$ cat config.mk
export PLATFORM = sky130hd
export DESIGN_NAME = mon_exp_ctrl
export DESIGN_NICKNAME = d
export VERILOG_FILES = /design/src/rtl/mon_exp_ctrl.sv
export SDC_FILE = /design/constraint.sdc
export NUM_CORES = 1
export LEC_CHECK = 0
export ABC_AREA = 0
export BUFFER_PORTS_ARGS = -buffer_cell sky130_fd_sc_hd__buf_2
export CAP_MARGIN = 15
export CORE_AREA = 2 2 234 236
export CTS_CLUSTER_SIZE = 30
export DETAILED_ROUTE_END_ITERATION = 7
export DIE_AREA = 0 0 236 238
export HOLD_SLACK_MARGIN = 0.1
export PLACE_DENSITY = 0.69
export SLEW_MARGIN = 15
export SYNTH_ARGS = -nofsm -noshare
export SYNTH_HDL_FRONTEND = slang
export SYNTH_SLANG_ARGS = --single-unit
$ cat constraint.sdc
create_clock -name clk -period 6.57 [get_ports clk]
set_clock_uncertainty 0.1 [all_clocks]
set_input_delay 1.314 -clock clk [delete_from_list [all_inputs] [get_ports clk]]
set_output_delay 1.314 -clock clk [all_outputs]
set_load 0.01 [all_outputs]
$ cat src/rtl/mon_exp_ctrl.sv
`default_nettype none
// +--------------------------------------------------------------------------+
// | Module      : mon_exp_ctrl                                               |
// | Description : Left-to-right binary modular exponentiation sequencer,     |
// |               R = X^E mod M, driving an external Montgomery multiplier   |
// |               (mon_prod). Enters the Montgomery domain through R2 and    |
// |               leaves it through MonPro(Acc, 1).                          |
// | Ports       : clk, reset            clock / sync active-high reset       |
// |               start, X, E, M, R2,   job request and operands, sampled    |
// |               num_words             only while idle                      |
// |               busy, done, result    job status and X^E mod M             |
// |               mp_start, mp_A, mp_B, multiplier request side              |
// |               mp_M, mp_num_words                                         |
// |               mp_stop, mp_P         multiplier completion and product    |
// | Revision    : 1.0 - initial release                                      |
// +--------------------------------------------------------------------------+
module mon_exp_ctrl #(
   parameter int BIT_LEN     = 64,
   parameter int COUNT_WIDTH = 5,
   parameter int EXP_LEN     = 64
) (
   input  logic                   clk,
   input  logic                   reset,
   input  logic                   start,
   input  logic [BIT_LEN-1:0]     X,
   input  logic [EXP_LEN-1:0]     E,
   input  logic [BIT_LEN-1:0]     M,
   input  logic [BIT_LEN-1:0]     R2,
   input  logic [COUNT_WIDTH-1:0] num_words,
   output logic                   busy,
   output logic                   done,
   output logic [BIT_LEN-1:0]     result,
   output logic                   mp_start,
   output logic [BIT_LEN-1:0]     mp_A,
   output logic [BIT_LEN-1:0]     mp_B,
   output logic [BIT_LEN-1:0]     mp_M,
   output logic [COUNT_WIDTH-1:0] mp_num_words,
   input  logic                   mp_stop,
   input  logic [BIT_LEN-1:0]     mp_P
);

   localparam int                 c_idx_w   = (EXP_LEN > 1) ? $clog2(EXP_LEN) : 1;
   localparam logic [BIT_LEN-1:0] c_one     = BIT_LEN'(1);
   localparam logic [c_idx_w-1:0] c_idx_top = c_idx_w'(EXP_LEN - 1);
   localparam logic [c_idx_w-1:0] c_idx_one = c_idx_w'(1);

   typedef enum logic [2:0] {
      S_IDLE   = 3'd0,
      S_TO_X   = 3'd1,
      S_TO_ONE = 3'd2,
      S_SQR    = 3'd3,
      S_MUL    = 3'd4,
      S_FROM   = 3'd5,
      S_DONE   = 3'd6
   } state_t;

   state_t               r_state;
   logic                 r_wait;    // 0: issue phase, 1: waiting for mp_stop
   logic [BIT_LEN-1:0]   r_x;
   logic [EXP_LEN-1:0]   r_e;
   logic [BIT_LEN-1:0]   r_r2;
   logic [BIT_LEN-1:0]   r_xb;      // base in Montgomery domain
   logic [BIT_LEN-1:0]   r_acc;     // running accumulator, Montgomery domain
   logic [c_idx_w-1:0]   r_idx;     // exponent bit being processed

   logic [BIT_LEN-1:0]   w_op_a;
   logic [BIT_LEN-1:0]   w_op_b;
   logic                 w_last;
   logic                 w_ebit;

   // Operand pair for the product the current state issues.
   always_comb begin
      w_op_a = r_acc;
      w_op_b = r_acc;
      case (r_state)
         S_TO_X: begin
            w_op_a = r_x;
            w_op_b = r_r2;
         end
         S_TO_ONE: begin
            w_op_a = r_r2;
            w_op_b = c_one;
         end
         S_MUL:   w_op_b = r_xb;
         S_FROM:  w_op_b = c_one;
         default: ;
      endcase
   end

   assign w_last = (r_idx == '0);
   assign w_ebit = r_e[r_idx];

   always_ff @(posedge clk) begin
      if (reset) begin
         r_state      <= S_IDLE;
         r_wait       <= 1'b0;
         r_x          <= '0;
         r_e          <= '0;
         r_r2         <= '0;
         r_xb         <= '0;
         r_acc        <= '0;
         r_idx        <= '0;
         busy         <= 1'b0;
         done         <= 1'b0;
         result       <= '0;
         mp_start     <= 1'b0;
         mp_A         <= '0;
         mp_B         <= '0;
         mp_M         <= '0;
         mp_num_words <= '0;
      end else begin
         done <= 1'b0;
         case (r_state)
            S_IDLE: begin
               if (start) begin
                  r_x          <= X;
                  r_e          <= E;
                  r_r2         <= R2;
                  mp_M         <= M;
                  mp_num_words <= num_words;
                  busy         <= 1'b1;
                  r_wait       <= 1'b0;
                  r_state      <= S_TO_X;
               end
            end

            S_TO_X, S_TO_ONE, S_SQR, S_MUL, S_FROM: begin
               if (!r_wait) begin
                  // A stop still high from the previous product blocks the issue.
                  if (!mp_stop) begin
                     mp_A     <= w_op_a;
                     mp_B     <= w_op_b;
                     mp_start <= 1'b1;
                     r_wait   <= 1'b1;
                  end
               end else if (mp_stop) begin
                  mp_start <= 1'b0;
                  r_wait   <= 1'b0;
                  case (r_state)
                     S_TO_X: begin
                        r_xb    <= mp_P;
                        r_state <= S_TO_ONE;
                     end
                     S_TO_ONE: begin
                        r_acc   <= mp_P;
                        r_idx   <= c_idx_top;
                        r_state <= S_SQR;
                     end
                     S_SQR: begin
                        r_acc <= mp_P;
                        if (w_ebit) begin
                           r_state <= S_MUL;
                        end else if (w_last) begin
                           r_state <= S_FROM;
                        end else begin
                           r_idx   <= r_idx - c_idx_one;
                           r_state <= S_SQR;
                        end
                     end
                     S_MUL: begin
                        r_acc <= mp_P;
                        if (w_last) begin
                           r_state <= S_FROM;
                        end else begin
                           r_idx   <= r_idx - c_idx_one;
                           r_state <= S_SQR;
                        end
                     end
                     S_FROM: begin
                        result  <= mp_P;
                        done    <= 1'b1;
                        busy    <= 1'b0;
                        r_state <= S_DONE;
                     end
                     default: r_state <= S_IDLE;
                  endcase
               end
            end

            // One cycle of settling so a start coincident with done is not taken.
            S_DONE:  r_state <= S_IDLE;
            default: r_state <= S_IDLE;
         endcase
      end
   end

endmodule
`default_nettype wire
=== Word-level counts from Yosys, hierarchy flattened ===
Index checks and enable logic that the tools add are counted.

* Equal/unequal tests: 12
* Reduce and logical (&&, ||, !) cells: 18
* $lt $le $gt $ge: 1
* Mux-type cells: 26
* Add/subtract/negate cells: 1
* Bitwise gates (word level): 3

{| class="wikitable"
|+ Operators with widths
! kind !! count
|-
| 64-bit one-hot mux with 3 select lines || 1
|-
| 64-bit one-hot mux with 2 select lines || 1
|-
| 6-bit one-hot mux with 3 select lines || 1
|-
| 3-bit two-way mux || 5
|-
| 3-bit one-hot mux with 5 select lines || 1
|-
| 6-bit two-way mux || 2
|-
| 2-bit != test (second input constant) || 6
|-
| 4-bit AND reduction || 3
|-
| 1-bit two-way mux || 11
|-
| 5-bit AND reduction || 2
|-
| 3-bit AND reduction || 3
|-
| 6-bit by 7-bit < comparator with 1-bit output (second input constant) || 1
|-
| 1-bit binary-select mux with 6-bit select || 1
|-
| 3-bit by 2-bit == test with 1-bit output (second input constant) || 2
|-
| 3-bit == test (second input constant) || 2
|-
| 6-bit zero test || 1
|-
| 3-bit one-hot mux with 2 select lines || 1
|-
| 6-bit by 1-bit subtractor with 6-bit output (second input constant) || 1
|-
| 5-bit OR reduction || 1
|-
| 1-bit one-hot mux with 2 select lines || 2
|-
| 2-bit AND reduction || 2
|-
| 4-bit OR reduction || 1
|-
| 3-bit by 1-bit == test with 1-bit output (second input constant) || 1
|-
| 3-bit zero test || 1
|-
| 6 further kinds || 8
|}

* Logic and storage cells: 77
* Output and inout bits: 264
* Register bits: 594
* Bits of input ports: 329

=== Longest topological paths before layout ===
* Word-level depth: 7
* Gate-level depth with buffers: 11
* Depth with buffers taken out: 8

=== Least setup slack after synthesis ===
Ideal clock, no wire load.

* Kind: input -> register
* From: input port mp_stop
* To: register r_idx[4]
* Slack: 3,951 ps
* Required time: 6,348 ps
* Buffers on the path: 0
* Stages: 7
* Arrival: 2,397 ps
* Setup time: 122 ps
* Cell sequence: inv_1 > nor2_1 > nand2_1 > nor3_1 > a31oi_1 > a211o_1 > o311a_1

* Longest elaborated chain between the ends: 1

{| class="wikitable"
|+ RTL lines
! element !! line !! RTL
|-
| start, declared || 38 || <nowiki>input logic mp_stop,</nowiki>
|-
| 5-bit AND reduction (no source line) || n/a ||
|-
| end signal, assigned || 146 || <nowiki>r_idx <= c_idx_top;</nowiki>
|-
| end signal, assigned || 156 || <nowiki>r_idx <= r_idx - c_idx_one;</nowiki>
|-
| end signal, assigned || 165 || <nowiki>r_idx <= r_idx - c_idx_one;</nowiki>
|-
| end, declared || 64 || <nowiki>logic [c_idx_w-1:0] r_idx;</nowiki>
|}

Every way passes these cells.
A chain may end at the register's enable or synchronous reset.

=== Final worst setup path ===
* From: register r_state[1]
* To: register mp_B[23]

* Longest elaborated chain between the ends: 3
* Elaborated cells between the ends (all ways): 9
* Those cells by class: eq/ne (5); mux (1); reduce/logical (3)

{| class="wikitable"
|+ RTL lines
! element !! line !! RTL
|-
| start, declared || 57 || <nowiki>state_t r_state;</nowiki>
|-
| start signal, assigned || 95 || <nowiki>r_state <= S_IDLE;</nowiki>
|-
| start signal, assigned || 123 || <nowiki>r_state <= S_TO_X;</nowiki>
|-
| start signal, assigned || 142 || <nowiki>r_state <= S_TO_ONE;</nowiki>
|-
| 3-bit by 2-bit == test with 1-bit output (tied with other cells) || 75, 113 ||
|-
| 2-bit OR reduction (no source line) or 5-bit OR reduction (tied branches) || n/a ||
|-
| 64-bit one-hot mux with 3 select lines or 3-bit AND reduction (tied branches) || n/a ||
|-
| end signal, assigned || 132 || <nowiki>mp_B <= w_op_b;</nowiki>
|-
| end, declared || 35 || <nowiki>output logic [BIT_LEN-1:0] mp_B,</nowiki>
|}

Parallel ways exist; a longest one is shown, timed or not.

==> results.yml <==
final_layout:
  areaGrowthSynthToFinish_pct: 22.0
  final_common_cell: "nand2_1"
  n_fill_cell: 5168
  final_cell_mix: "nand2_1, dfxtp_1, buf_2, a21oi_1, a22oi_1"
  fin_cells: 4122
  fin_nets: 3705
  drive_gt1_share_pct: 23.6
synthesis:
  synth_edf_count: 0
  synth-xor-area-share_pct: 0
  syn-num-nets: 3287
  syn_area_um2: 23900
  yosys.area_share.simple_pct: 17.6
  synth-compound-area-share_pct: 23.3
  yosys.area_share.adder_pct: 0.157
  yosysSeqAreaShare_pct: 49.8
  synth_top_family_by_area: "compound AO/OA/AOI/OAI gates"
  yosysWarningCount: 0
  yosys-mux-area-fraction_pct: 4.59
  synthArstFlopShare_pct: 0
  netlist_instances: 2955
  synth.ff_latch_count: 594
  syn_area_per_cell_um2: 8.07
  synth_cell_type_count: 51
  ys.flop_type: "dfxtp_1"
critical_path:
  slowest_stage: "dfxtp_4"
  worst_path_most_repeated_cell: "nor2_1"
  critical_path_class: "flop to flop"
  cp-start-kind: "flop"
  worstPathRequired_ns: 6.98
  endpoint_kind: "flop"
  critical_path.cell_chain: "clkinv_1 > nand2_1 > nor2_1 > a21oi_1 > and2_4 > buf_12 > nor2_1 > a211oi_1"
  cpPeakStageDelay_ns: 1.01
  r2r_start: "r_state[1]"
  crit_arrival_ns: 4.43
  r2r_cells: 8
  reg2reg_slack_ns: 2.55
  critPathMaxFanout: 146
  r2r_end: "mp_B[23]"
placement:
  finalWeightedCongestion: 0.846
  place_ws_ns: 2.63
  dp.cells: 4006
  dp_hpwl_mm: 54.5
  port-buffer-count: 592
grt:
  grt.total_usage_pct: 28.1
  globalRouteOverflowTotal: 0
  antenna_found_initial: 7
  grt_pass1_wl_mm: 125
  grt_pass1_vias: 21700
  grt_max_degree: 203
cts:
  cts_tree: "built"
  cts_buffers: 61
  clock-sinks: 594
  cts.clk_slew.worst_paths_ns: 0.07
  cts-root-buf: "clkbuf_16"
  clk_latency_ns: 0.63
  cts_resized: 0
  cts_max_path_buffers: 3
  cts-hold-fix-buffers: 0
  cts_setup_buffers: 0
  cts-htree-levels: 2
run:
  cap_violations: 0
floorplan:
  die_w_um: 236
  die_y_um: 238
  io_pins: 593
  fp.coreArea_um2: 53500
  row_count: 85
  initial_core_util_pct: 44.6
  die_area_um2: 56200
sta:
  setup_violations: 0
  min_period_over_period_pct: 61.1
  max_slew_margin_pct: 31.9
  final_hold_viol_count: 0
  setup_slack_ns: 2.55
  tns_ns: 0
  final_max_slew_viol_count: 0
  rsz0062_at_grt: "false"
  worst-slew-pin-transition_ns: 1.02
  fin_crit_ns: 4.02
  fmax_mhz: 249
power_and_ir_drop:
  p_leak_uw: 0.0115
  ir_worst_vdd_v: 0.000226
  p_per_area_nw_per_um2: 304
routing:
  wl_mm: 82.8
  firstDrtPassIters: 7
  remaining_drc_errors: 0
  routedWlPerCell_um: 20.1
  num_vias: 23100
  drt_iter0_markers: 1917
  final_antenna_net_count: 0
  vias_per_cell: 5.59
worst_hold_path:
  hold_path_startpoint: "mp_M[5]"
  hold_depth: 2
  hold_path.class: "flop to flop"
  min_to: "mp_M[5]"
run_status:
  outcome: "finished, final reports clean"
[synthesized netlist by cell type, types with 2 or more instances]
master | number | area share (%)
nand2b_1 | 2 | 0.052
and3_1 | 4 | 0.10
buf_2 | 15 | 0.31
inv_1 | 6 | 0.094
nor2b_1 | 2 | 0.052
o21ai_0 | 67 | 1.4
nor3_1 | 8 | 0.17
nand3_1 | 4 | 0.084
clkbuf_1 | 225 | 3.5
a31oi_1 | 66 | 1.7
and2_1 | 3 | 0.079
or3_1 | 2 | 0.052
a21oi_1 | 473 | 9.9
o31ai_1 | 2 | 0.063
nand2_1 | 990 | 16
a22oi_1 | 75 | 2.4
mux4_1 | 4 | 0.44
a222oi_1 | 63 | 2.6
dfxtp_1 | 594 | 50
mux2i_1 | 28 | 1.2
buf_1 | 18 | 0.28
o221a_2 | 2 | 0.094
a211oi_1 | 66 | 2.1
ha_1 | 3 | 0.16
a22o_1 | 63 | 2.3
buf_12 | 2 | 0.17
nor2_1 | 79 | 1.2
mux2_2 | 63 | 3.0
o21ai_1 | 2 | 0.042
buf_6 | 3 | 0.14
[registers in the layout, indices dropped and copies added (netlist names), 3 cells and up]
| signal | flops |
|---|---|
| r_xb | 64 |
| mp_num_words | 5 |
| r_idx | 6 |
| r_state | 3 |
| r_x | 64 |
| result | 64 |
| r_e | 64 |
| mp_A | 64 |
| r_r2 | 64 |
| mp_M | 64 |
| mp_B | 64 |
| r_acc | 64 |
[critical path: cells and delay by family (launching register included)]
family | cells | cell delay, ns
and+or+nand+nor | 4 | 1.15
AOI/OAI and AO/OA | 2 | 0.44
DFF | 1 | 1.01
buffers and inverters | 2 | 1.01
[power by group]
group          switching (uW)  leakage (uW)  internal, uW
Sequential                163       0.00484          3840
Combinational             791       0.00559           415
Clock                    1480       0.00104          2150
[stage by stage]
step,hold WS [ns],total power (uW),instance area (um2),util [%]
detailed placement,0.344,5280,27000,50.5
floorplan,0.332,4760,23900,-
CTS,0.353,8890,29100,54.4
global placement,0.339,5270,27000,50.5
finish,0.350,8840,29100,54.4
global route,0.363,9180,29100,54.4
[worst max path at each step]
stage	from	end	cells after the start
floorplan	mp_stop	r_idx[4]	7
global placement	r_state[1]	mp_M[31]	7
detailed placement	r_state[1]	r_x[7]	7
CTS	r_state[1]	mp_M[7]	7
global route	r_state[1]	mp_B[33]	8
finish	r_state[1]	mp_B[23]	8
[final cells by class]
type	count	area (um2)	share of cell area (%)
flip-flops and latches	594	11900	40.9
multi-input cells	2091	11000	37.7
repair buffers	618	3230	11.1
clock buffers	91	1860	6.40
well taps	696	871	2.99
clock inverters	21	243	0.834
inverters	7	26.3	0.0903
diodes	4	10.0	0.0344
[metal layers]
metal,global-route usage (%),wire (um),vias to the layer above,part of all wire [%]
met2,47.0,39100,916,47
li1,-,-,11100,-
met5,0,26,-,0.031
met3,5.74,6200,139,7.5
met4,11.1,3050,4,3.7
met1,35.5,34400,10900,42
[logic make-up (layout without fill, tap and decap cells)]
| family | after synthesis | in the layout |
|---|---|---|
| simple gates | 1100 | 1100 |
| compound gates | 893 | 893 |
| flops | 594 | 594 |
| buf+inv | 270 | 737 |
| mux | 95 | 95 |
| fa+ha+maj | 3 | 3 |
| other cells | 0 | 4 |
No activity file was read; power rests on OpenSTA's default activity.
